### config.mk
export PLATFORM = sky130hd
export DESIGN_NAME = led_ctrl
export DESIGN_NICKNAME = d
export VERILOG_FILES = /design/src/rtl/led_ctrl.sv
export SDC_FILE = /design/constraint.sdc
export NUM_CORES = 1
export LEC_CHECK = 0
export CELL_PAD_IN_SITES_DETAIL_PLACEMENT = 0
export CELL_PAD_IN_SITES_GLOBAL_PLACEMENT = 1
export CORE_MARGIN = 1
export CORE_UTILIZATION = 35
export CTS_BUF_LIST = sky130_fd_sc_hd__clkbuf_4 sky130_fd_sc_hd__clkbuf_8
export CTS_CLUSTER_DIAMETER = 40
export DETAILED_ROUTE_END_ITERATION = 8
export GPL_TIMING_DRIVEN = 1
export HOLD_SLACK_MARGIN = 0.08
export PLACE_DENSITY = 0.84
export SLEW_MARGIN = 25
export SYNTH_ARGS = -nofsm -noshare
export SYNTH_HDL_FRONTEND = slang
export SYNTH_SLANG_ARGS = --single-unit
### constraint.sdc
create_clock -name clk -period 2.3 [get_ports clk]
set_clock_uncertainty 0.05 [all_clocks]
set_input_delay 0.23 -clock clk [delete_from_list [all_inputs] [get_ports clk]]
set_output_delay 0.23 -clock clk [all_outputs]
set_load 0.01 [all_outputs]
### src/rtl/led_ctrl.sv
// Memory-mapped LED bank controller: per-channel static/blink, shared blink divider,
// global PWM dimming and selectable pin polarity, with a registered pin stage.
module led_ctrl #(
    parameter int               N_LED      = 8,
    parameter int               DIV_W      = 24,
    parameter int               PWM_W      = 4,
    parameter logic [DIV_W-1:0] DIV_RST    = '0,
    parameter bit               ACTIVE_LOW = 1'b1
) (
    input  logic             clk,
    input  logic             rst,
    input  logic             WE,
    input  logic [1:0]       Addr,
    input  logic [31:0]      Din,
    output logic [31:0]      Dout,
    output logic [N_LED-1:0] led
);

    // Bus protocol: WE is a single-cycle write strobe with no backpressure; every
    // cycle with WE=1 at a rising edge commits Din to the register selected by Addr.

    localparam logic [1:0] A_DATA = 2'd0;
    localparam logic [1:0] A_MODE = 2'd1;
    localparam logic [1:0] A_DIV  = 2'd2;
    localparam logic [1:0] A_PWM  = 2'd3;

    logic [N_LED-1:0] data_q, data_d;
    logic [N_LED-1:0] mode_q, mode_d;
    logic [DIV_W-1:0] div_q, div_d;
    logic [PWM_W-1:0] duty_q, duty_d;
    logic [DIV_W-1:0] div_cnt_q, div_cnt_d;
    logic             phase_q, phase_d;
    logic [PWM_W-1:0] pwm_cnt_q, pwm_cnt_d;
    logic [N_LED-1:0] led_q, led_d;

    logic             div_wrap;
    logic             pwm_on;
    logic [N_LED-1:0] lit;

    always_comb begin
        data_d    = data_q;
        mode_d    = mode_q;
        div_d     = div_q;
        duty_d    = duty_q;
        div_wrap  = (div_cnt_q >= div_q);
        div_cnt_d = div_wrap ? '0 : div_cnt_q + 1'b1;
        phase_d   = div_wrap ? ~phase_q : phase_q;
        pwm_cnt_d = pwm_cnt_q + 1'b1;

        if (WE) begin
            unique case (Addr)
                A_DATA: data_d = Din[N_LED-1:0];
                A_MODE: mode_d = Din[N_LED-1:0];
                A_DIV: begin
                    // Restarting the divider keeps a shrunken period from running past its limit.
                    div_d     = Din[DIV_W-1:0];
                    div_cnt_d = '0;
                    phase_d   = 1'b1;
                end
                A_PWM:  duty_d = Din[PWM_W-1:0];
                default: ;
            endcase
        end

        // Full-scale duty forces on so the wrap cycle of pwm_cnt never blanks the LEDs.
        pwm_on = (&duty_q) | (pwm_cnt_q < duty_q);
        lit    = data_q & (~mode_q | {N_LED{phase_q}}) & {N_LED{pwm_on}};
        led_d  = ACTIVE_LOW ? ~lit : lit;
    end

    always_ff @(posedge clk) begin
        if (rst) begin
            data_q    <= '0;
            mode_q    <= '0;
            div_q     <= DIV_RST;
            duty_q    <= '1;
            div_cnt_q <= '0;
            phase_q   <= 1'b1;
            pwm_cnt_q <= '0;
            led_q     <= {N_LED{ACTIVE_LOW}};
        end else begin
            data_q    <= data_d;
            mode_q    <= mode_d;
            div_q     <= div_d;
            duty_q    <= duty_d;
            div_cnt_q <= div_cnt_d;
            phase_q   <= phase_d;
            pwm_cnt_q <= pwm_cnt_d;
            led_q     <= led_d;
        end
    end

    always_comb begin
        Dout = '0;
        unique case (Addr)
            A_DATA:  Dout[N_LED-1:0] = data_q;
            A_MODE:  Dout[N_LED-1:0] = mode_q;
            A_DIV:   Dout[DIV_W-1:0] = div_q;
            A_PWM:   Dout[PWM_W-1:0] = duty_q;
            default: Dout = '0;
        endcase
    end

    assign led = led_q;

    logic unused_din;
    assign unused_din = &{1'b0, Din};

endmodule

==> summary.txt, run 1 <==
Final setup vio count = 0
Post-synthesis mux area share = 0.0625
Synth Warn # = 0
TritonCTS Sinks = 81
PortBufs = 60
Ys flop type = dfxtp_1
Final Hold Fails = 0
TritonCTS Buffers = 9
Diodes inserted = 0
Most Frequent Cell on Critical Path = clkdlybuf4s50_1
Unrepaired setup endpoints after global routing = no
Busiest grt layer = met2
Crit-path max FO = 10
Io pins = 77
Post-Synth Adder-Cell Area = 0.0906
Seq cells post-synth = 81
Root buffer cell = clkbuf_8
TritonCTS clock tree = yes
Final Slew Violations = 0
XOR/XNOR Fraction of Synth Area = 0.0525
Class of the worst hold path = in2reg
Max-slew headroom = 0.568
DR vias/cell = 4.82
GPL Wtd Cong = 0.800
Pre-Repair DR Iteration Count = 4
Largest delay share family, worst path = buffers and inverters
Die Y = 109 µm
Number of distinct library cells after synthesis = 41
Hold slack final = 0.327 ns
Drt drc = 0
CP max stage delay = 0.55 ns
Die area = 11900 µm²
Drt wl/cell = 13.1 µm
Status = complete, no violations
Crit path DAT = 1.95 ns
Initial antenna violation count = 0
Nets = 609
Clock buffer depth = 2
Max Clk Rate = 0.449 GHz
Grt met3 use = 0.0496
Number of synthesized flops with an enable pin = 0
GR Util met1 = 0.185
CTS H-Tree Depth = 3
Final Cycle Share = 0.969
Vias after detailed routing = 3314
GR Layer Usage met2 = 0.303
Post-synthesis average cell area = 8.45 µm²
Initial core utilization = 0.365
Clk slew on worst S/H paths = 0.10 ns
Slew @ Worst Pin = 0.647 ns
Period minus WS final = 2.23 ns
Estimated wirelength of the detail-placed design = 6810 µm
TNS Setup = 0 ns
Critical path capture point type = primary output
Grt total ovfl = 0
Worst-skew pair later-pin latency = 0.36 ns
Maximum vdd drop = 0.418 mV
ANT nets after route = 0
Final wirelength = 9050 µm
First-pass GRT wire length = 15300 µm
Slowest cell on the critical path = clkdlybuf4s50_1
Startpoint types = input port
Maxcap violations = 0
Combinational family with the most area after synthesis = simple AND/OR/NAND/NOR gates
Number of global-route vias before repair = 3327
Critical Path RT = 2.02 ns
Post-Synthesis Cell Area = 4000 µm²
PwrDens = 575 nW/µm²
Worst-path cell chain = clkdlybuf4s50_1 > buf_12 > mux4_2 > clkdlybuf4s50_1
Largest net degree at the start of global routing = 34
Placeable Area = 11000 µm²
Synthesis-to-layout area growth = 25.2%
Crit path buffers/inverters = 3
Fraction of registers with async set/reset = 0
Sequential area share after synthesis = 0.405
Starting DRT DRC Count = 120
Gr usage total = 0.166
Setup Buffers After CTS = 0
Cell Rows = 38
Leakage = 2.05 nW
Compound-Gate Fraction of Synth Area = 0.0938
Share of cells above drive strength 1 = 0.0912
Post-synth top area cell = dfxtp_1
Setup CP Type = in2out
Synth area leaders = dfxtp_1, ha_1, nand2_1, nor2_1, a21oi_1
Post-Synthesis Cells = 474
Share of Yosys cell area claimed by the top area cell type = 0.405
Die X = 109 µm
Simple logic cell fraction of the synthesized area = 0.225
cells in the mapped netlist, drive strengths merged (2+ instances only):
library cell  instances
nand2b               10
xnor2                 8
a21oi                36
and3                  7
a211oi                2
xor2                 16
a31oi                 2
mux4                  4
nand3                22
a21o                 10
inv                  34
mux2i                16
clkbuf               15
nor3                  4
nand2                66
a211o                 4
ha                   29
and2                 17
nor2                 56
nor2b                 2
buf                  13
o21ai                 6
nand4                 7
dfxtp                81
sequential cells by signal, summed over array words and instances, names as in the netlist:
name and flops:
div_cnt_q 24, div_q 24, data_q 8, led 8
mode_q 8, duty_q 4, pwm_cnt_q 4, phase_q 1
cell type report:
class                   instances  area (µm²)
well taps                     140         175
repair buffers                 79         754
fillers                      1076        5970
multi-input cells             338        2140
clock inverters                 7        66.3
flip-flops and latches         81        1620
inverters                      34         128
clock buffers                   9         124
metrics by stage:
step / power (W) / utilization / instance area, µm² / setup WS [ns] / instances
floorplan: 0.00174 / - / 4030 / 0.324 / 481
finish: 0.00288 / 0.456 / 5010 / 0.0711 / 688
detailed placement: 0.00189 / 0.437 / 4800 / 0.0844 / 672
CTS: 0.00292 / 0.455 / 4990 / 0.0704 / 688
global route: 0.00305 / 0.456 / 5010 / 0.0208 / 688
global placement: 0.00188 / 0.437 / 4800 / 0.0799 / 672
per-layer routing:
layer / up-vias / wire, µm
met5: - / 0
met4: 0 / 142
met3: 12 / 458
met2: 78 / 4560
met1: 1541 / 3890
li1: 1683 / -
placed cells by master (no fill, tap or decap), types with 2 or more instances in the layout:
master	instances
a211o_1	4
inv_8	2
clkdlybuf4s50_1	59
inv_1	34
conb_1	8
buf_4	17
nor2b_1	2
a21oi_1	35
a21o_1	9
ha_1	29
mux4_2	4
nand3_1	21
clkbuf_8	9
xnor2_1	8
a31oi_1	2
o21ai_0	6
nand2b_1	10
inv_6	5
nor2_1	54
xor2_1	16
nor3_1	3
and2_1	17
mux2i_1	16
nor2_2	2
and3_1	6
dfxtp_1	80
nand2_1	66
nand4_1	7
path summary, 6_finish.rpt:
| check | cells after the start | end | start | slack (ns) |
|---|---|---|---|---|
| hold / removal | 2 | data_q[0] | rst | 0.33 |
| setup / recovery | 4 | Dout[0] | Addr[1] | 0.07 |
| setup reg to reg | 9 | div_cnt_q[14] | div_q[23] | 0.19 |
| hold reg to reg | 1 | led[5] | data_q[5] | 0.37 |
where the power goes:
group	switching [W]	leakage, nW	internal, W
combinational	0.000186	1.29	0.000191
sequential	0.0000433	0.658	0.00145
clock	0.000589	0.0995	0.000427
total	0.000818	2.05	0.00206
cells by family after synthesis:
| group | count (synthesis) |
|---|---|
| AO/OA/AOI/OAI | 62 |
| XOR/XNOR | 24 |
| adder cells (fa/ha/maj) | 29 |
| buffers and inverters | 62 |
| flip-flops | 81 |
| multiplexers | 20 |
| other | 1 |
| AND/OR/NAND/NOR | 195 |
what timing repair did:
action | in CTS | in global routing
hold buffers | 0 | 0
gates resized for setup | 0 | 4
setup endpoints to repair | 0 | 16
Note: power is estimated with default switching activity, not from simulation.
==> run 2: changes to the inputs <==
ABC_CLOCK_PERIOD_IN_PS = 2300   (was default)
==> results of run 2 <==
No change in the layout: final DEF, timing and power equal those of run 1.
